$ cat config.mk
export PLATFORM = sky130hd
export DESIGN_NAME = wb_arbiter_2m1s
export DESIGN_NICKNAME = d
export VERILOG_FILES = /design/src/rtl/wb_arb_pkg.sv /design/src/rtl/wb_arb_timeout.sv /design/src/rtl/wb_arbiter_2m1s.sv
export SDC_FILE = /design/constraint.sdc
export NUM_CORES = 1
export LEC_CHECK = 0
export CAP_MARGIN = 20
export CORE_AREA = 3 3 122 124
export CTS_BUF_LIST = sky130_fd_sc_hd__clkbuf_2 sky130_fd_sc_hd__clkbuf_4 sky130_fd_sc_hd__clkbuf_8
export DETAILED_ROUTE_END_ITERATION = 10
export DIE_AREA = 0 0 125 127
export PLACE_DENSITY_LB_ADDON = 0.05
export SYNTH_ARGS = -nofsm -noshare
export SYNTH_HDL_FRONTEND = slang
export SYNTH_SLANG_ARGS = --single-unit
$ cat constraint.sdc
create_clock -name clk -period 3.6 [get_ports clk]
set_clock_uncertainty 0.1 [all_clocks]
set_input_delay 0.72 -clock clk [delete_from_list [all_inputs] [get_ports clk]]
set_output_delay 0.72 -clock clk [all_outputs]
set_load 0.02 [all_outputs]
$ cat src/rtl/wb_arb_pkg.sv
// Shared definitions for the two-master Wishbone arbiter: state encoding,
// one-hot grant constants and default bus widths.
package wb_arb_pkg;

    typedef enum logic [1:0] {
        IDLE = 2'd0,
        GNT0 = 2'd1,
        GNT1 = 2'd2
    } arb_state_t;

    localparam logic [1:0] GRANT_NONE = 2'b00;
    localparam logic [1:0] GRANT_M0   = 2'b01;
    localparam logic [1:0] GRANT_M1   = 2'b10;

    localparam int DEF_DW = 32;
    localparam int DEF_AW = 32;

endpackage

$ cat src/rtl/wb_arb_timeout.sv
// Stall counter for the arbiter: pulses timeout for one cycle once the
// granted master has waited TIMEOUT_CYCLES cycles without a slave ack.
module wb_arb_timeout #(
    parameter int TIMEOUT_CYCLES = 255
) (
    input  logic clk,
    input  logic rst,
    input  logic clear,
    input  logic stall,
    output logic timeout
);

    localparam int CW = $clog2(TIMEOUT_CYCLES + 1);

    logic [CW-1:0] count;

    assign timeout = (count == CW'(TIMEOUT_CYCLES));

    always_ff @(posedge clk) begin
        if (rst || clear || timeout) begin
            count <= '0;
        end else if (stall) begin
            count <= count + CW'(1);
        end
    end

endmodule

$ cat src/rtl/wb_arbiter_2m1s.sv
// Two-master / one-slave Wishbone arbiter with registered round-robin grant.
// Optional slave timeout (bus_err_o pulse) enabled by defining WB_ARB_TIMEOUT_EN.
module wb_arbiter_2m1s
    import wb_arb_pkg::*;
#(
    parameter int DW             = DEF_DW,
    parameter int AW             = DEF_AW,
    parameter int TIMEOUT_CYCLES = 255
) (
    input  logic          clk,
    input  logic          rst,
    input  logic [AW-1:0] m0_adr_i,
    input  logic [DW-1:0] m0_dat_i,
    input  logic          m0_we_i,
    input  logic [3:0]    m0_sel_i,
    input  logic          m0_stb_i,
    input  logic          m0_cyc_i,
    output logic [DW-1:0] m0_dat_o,
    output logic          m0_ack_o,
    input  logic [AW-1:0] m1_adr_i,
    input  logic [DW-1:0] m1_dat_i,
    input  logic          m1_we_i,
    input  logic [3:0]    m1_sel_i,
    input  logic          m1_stb_i,
    input  logic          m1_cyc_i,
    output logic [DW-1:0] m1_dat_o,
    output logic          m1_ack_o,
    output logic [AW-1:0] s_adr_o,
    output logic [DW-1:0] s_dat_o,
    output logic          s_we_o,
    output logic [3:0]    s_sel_o,
    output logic          s_stb_o,
    output logic          s_cyc_o,
    input  logic [DW-1:0] s_dat_i,
    input  logic          s_ack_i,
    output logic [1:0]    grant_o,
    output logic          bus_err_o
);

    arb_state_t    state, state_next;
    logic          last_served;   // 0 = m0, 1 = m1
    logic          release_gnt;
    logic          outstanding;
    logic          ack_discard;
    logic          tmo;
    logic [AW-1:0] mux_adr;
    logic [DW-1:0] mux_dat;
    logic          mux_we, mux_stb, mux_cyc;
    logic [3:0]    mux_sel;

    always_comb begin
        state_next  = state;
        release_gnt = 1'b0;
        case (state)
            IDLE: begin
                if (m0_cyc_i && m1_cyc_i) state_next = last_served ? GNT0 : GNT1;
                else if (m0_cyc_i)        state_next = GNT0;
                else if (m1_cyc_i)        state_next = GNT1;
            end
            GNT0: begin
                if (!m0_cyc_i) begin
                    release_gnt = 1'b1;
                    state_next  = m1_cyc_i ? GNT1 : IDLE;
                end
            end
            GNT1: begin
                if (!m1_cyc_i) begin
                    release_gnt = 1'b1;
                    state_next  = m0_cyc_i ? GNT0 : IDLE;
                end
            end
            default: state_next = IDLE;
        endcase
    end

    // A release with a beat still unacked is an abort; the slave's ack in the
    // following cycle belongs to the aborted beat and is dropped.
    always_ff @(posedge clk) begin
        if (rst) begin
            state       <= IDLE;
            last_served <= 1'b0;
            outstanding <= 1'b0;
            ack_discard <= 1'b0;
        end else begin
            state       <= state_next;
            outstanding <= mux_cyc & mux_stb & ~s_ack_i;
            ack_discard <= release_gnt & outstanding;
            if (release_gnt) last_served <= (state == GNT1);
        end
    end

    always_comb begin
        grant_o = GRANT_NONE;
        mux_adr = '0;
        mux_dat = '0;
        mux_we  = 1'b0;
        mux_sel = '0;
        mux_stb = 1'b0;
        mux_cyc = 1'b0;
        case (state)
            GNT0: begin
                grant_o = GRANT_M0;
                mux_adr = m0_adr_i;
                mux_dat = m0_dat_i;
                mux_we  = m0_we_i;
                mux_sel = m0_sel_i;
                mux_stb = m0_stb_i;
                mux_cyc = m0_cyc_i;
            end
            GNT1: begin
                grant_o = GRANT_M1;
                mux_adr = m1_adr_i;
                mux_dat = m1_dat_i;
                mux_we  = m1_we_i;
                mux_sel = m1_sel_i;
                mux_stb = m1_stb_i;
                mux_cyc = m1_cyc_i;
            end
            default: ;
        endcase
    end

`ifdef WB_ARB_TIMEOUT_EN
    wb_arb_timeout #(
        .TIMEOUT_CYCLES(TIMEOUT_CYCLES)
    ) u_timeout (
        .clk     (clk),
        .rst     (rst),
        .clear   ((state_next != state) | s_ack_i),
        .stall   (mux_cyc & mux_stb & ~s_ack_i),
        .timeout (tmo)
    );
`else
    logic unused_timeout;
    assign unused_timeout = |TIMEOUT_CYCLES;
    assign tmo            = 1'b0;
`endif

    assign bus_err_o = tmo;

    assign s_adr_o = mux_adr;
    assign s_dat_o = mux_dat;
    assign s_we_o  = mux_we;
    assign s_sel_o = mux_sel;
    assign s_stb_o = mux_stb & ~tmo;
    assign s_cyc_o = mux_cyc & ~tmo;

    assign m0_ack_o = (s_ack_i & grant_o[0] & m0_stb_i & m0_cyc_i & ~ack_discard) | (tmo & grant_o[0]);
    assign m1_ack_o = (s_ack_i & grant_o[1] & m1_stb_i & m1_cyc_i & ~ack_discard) | (tmo & grant_o[1]);
    assign m0_dat_o = (grant_o[0] && !tmo) ? s_dat_i : '0;
    assign m1_dat_o = (grant_o[1] && !tmo) ? s_dat_i : '0;

endmodule

==> results.md <==
- Status: finished clean
- Switching part of the total: 42.2%
- Least-Margin Pin Slew: 531 ps
- Crit. End Element: primary output
- Area of the core: 0.0139 mm²
- DRT Wirelength: 12200 µm
- P_sw: 0.408 mW
- Crit Path Category: reg -> out
- Final setup vio count: 0
- Crit-path leading delay family: buffers and inverters
- Layout Area Growth over Synthesis: 200%
- Startpoint types: flip-flop
- Combinational Power Share: 81.7%
- Critical Path, Cell by Cell: inv_1 > ha_1 > inv_2 > buf_12 > nor2_1 > clkdlybuf4s50_1
- Post-cts sizing count: 0
- Row count: 43
- Max Cap Viol: 0
- Worst path bufs/invs: 4
- Number of global-route vias before repair: 3338
- Worst skew pair latency: 230 ps
- RSZ-0062 raised after global routing: false
- Pint: 0.559 mW
- First-pass GRT wire length: 18300 µm
- Tmin final: 3310 ps
- Die Y: 127 µm
- Final instance area: 0.00507 mm²
- Antenna diode count: 0
- Cell count after synthesis: 276
- Ys Warns: 0
- Slack of the critical path: 292 ps
- Fill count: 1478
- Clock sinks: 5
- Placed Area: 0.00502 mm²
- Flops & latches, synth: 5
- Worst-path fanout max: 52
- Fin util: 36.5%
- Die W: 125 µm
- Gr ovfl total: 0
- Slowest-stage cell, CP: clkdlybuf4s50_1
- Seq/Total Area, Yosys: 5.92%
- PD cells: 191 mW/mm²
- Max clock buf depth: 2
- Die ar.: 0.0159 mm²
- Largest net degree at the start of global routing: 53
- Post-synthesis cell area: 0.00169 mm²
- Clk slew on worst S/H paths: 30 ps
- Post-synth EDFFs: 0
- Worst reg-to-reg setup slack: 1480 ps
- Static Leak: 1.72 nW
- Num CTS Buffers: 3
- Total global-route track usage: 14.1%
- Post-Syn Nets: 458
- DR pass1 iterations: 4
- Design Power: 0.967 mW
- Final hold vios: 0
- H-tree lvl count: 1
- Post-place setup slack: 403 ps
- Worst slew margin: 64.6%
- Top-area cell type share of the netlist area: 31.5%
- Asr flop ratio synth: 0%
- Hold_ws: 383 ps
- Initial antenna violation count: 0
- Max incr delay on CP: 590 ps
- Syn_area_per_cell: 6.13 µm²
- Cells after DPL: 746
- Seq pwr share: 6.5%
- Clock root cell: clkbuf_8
- CTS tree: built
- Synth Flop Type: dfxtp_1
- HP Class: reg -> reg
- Starting Density: 12.2%
- Routability cong.: 0.876
- Critical Path RT: 2780 ps
- HPWL after detailed placement: 9780 µm
- Wire per inst: 16.2 µm
- Clock power share: 11.8%
- # hold bufs at CTS: 0
- Post-route DRC: 0
- Fin cells: 750
- Fmax: 302 MHz
- Via count: 3190
- Antenna-violating nets left: 0
- Max Slew Vio Count: 0
- Library cells used by synthesis: 27
- Leading area contributor after synthesis: a22oi_1
- PortBufs: 315
- DRC violation total after the first TritonRoute iteration: 100
- Peak VDD IR: 0.0000729 V
- Top area cells in the synthesized netlist: a22oi_1, and2_1, nor2_1, dfxtp_1, buf_2
- Crit path arrival time: 2490 ps
- NumNets Final: 753
- IO Pins: 317
- DR vias/cell: 4.25
- Post CTS Setup Buffer Count: 0
- Post-Route Setup TNS: 0 ps
- Share of cells above drive strength 1: 3.16%
- Period utilisation layout: 91.9%
-- power groups by stage --
stage / combinational [mW] / clock [mW] / sequential, mW
final: 0.790 / 0.115 / 0.0629
after global routing: 0.851 / 0.121 / 0.0635
after CTS: 0.802 / 0.118 / 0.0629
after floorplan: 0.355 / 0 / 0.0620
after global placement: 0.796 / 0 / 0.0636
after detailed placement: 0.798 / 0 / 0.0638
-- sequential cells by signal, indices dropped and copies added, names as in the netlist --
register	flops
outstanding	1
state	2
ack_discard	1
last_served	1
-- routing by layer --
layer	up-vias	share of wire, %	wire length, µm	global-route usage [%]
li1	1546	-	-	-
met1	1432	37	4540	15.2
met2	206	50	6130	26.2
met3	6	12	1450	6.48
met4	0	0.50	61	1.08
met5	-	0	0	0
-- cells in the mapped netlist (2+ instances only) --
master,number
dfxtp_1,5
a22oi_1,71
inv_1,5
nor2_1,73
o2bb2ai_1,2
clkbuf_1,11
buf_4,3
buf_2,18
o21ai_0,3
and2_1,64
ha_1,5
-- area by class of cell --
class / count / area, µm² / share of cell area (%)
Clock buffer: 4 / 48.8 / 0.962
Inverter: 5 / 18.8 / 0.370
Multi-Input combinational cell: 233 / 1440 / 28.4
Sequential cell: 5 / 100 / 1.97
Tap cell: 180 / 225 / 4.44
Timing Repair Buffer: 323 / 3240 / 63.9
-- worst register-to-register path, cell delays in order, from the launching register on --
cell and delay (ps):
dfxtp_1 410, inv_1 150, ha_1 340, inv_2 180
buf_12 250, or3_1 400, nor4_1 190
-- placed cells by master, fill, tap and decap left out, drive strengths merged, types with 2 or more instances in the layout --
| cell type | Yosys | routed |
|---|---|---|
| a21oi | 2 | 2 |
| a22oi | 71 | 71 |
| and2 | 64 | 64 |
| and4 | 2 | 2 |
| buf | 22 | 8 |
| clkbuf | 11 | 4 |
| clkdlybuf4s50 | 0 | 315 |
| dfxtp | 5 | 5 |
| ha | 5 | 5 |
| inv | 5 | 5 |
| nor2 | 73 | 73 |
| o21ai | 3 | 3 |
| o2bb2ai | 2 | 2 |
-- cells by family after synthesis --
kind of cell    synth area share (%)
fa+ha+maj                       3.70
other cells                    0.222
compound gates                  35.8
simple gates                    43.9
buf+inv                         10.4
flops                           5.92
-- worst paths after layout --
check / startpoint / to / cells past startpoint
worst max-delay path: state[0] / s_cyc_o / 6
worst min-delay path: last_served / last_served / 2
worst max register to register: state[0] / outstanding / 6
worst min register to register: last_served / last_served / 2
Power figures use the tool's default switching activity.
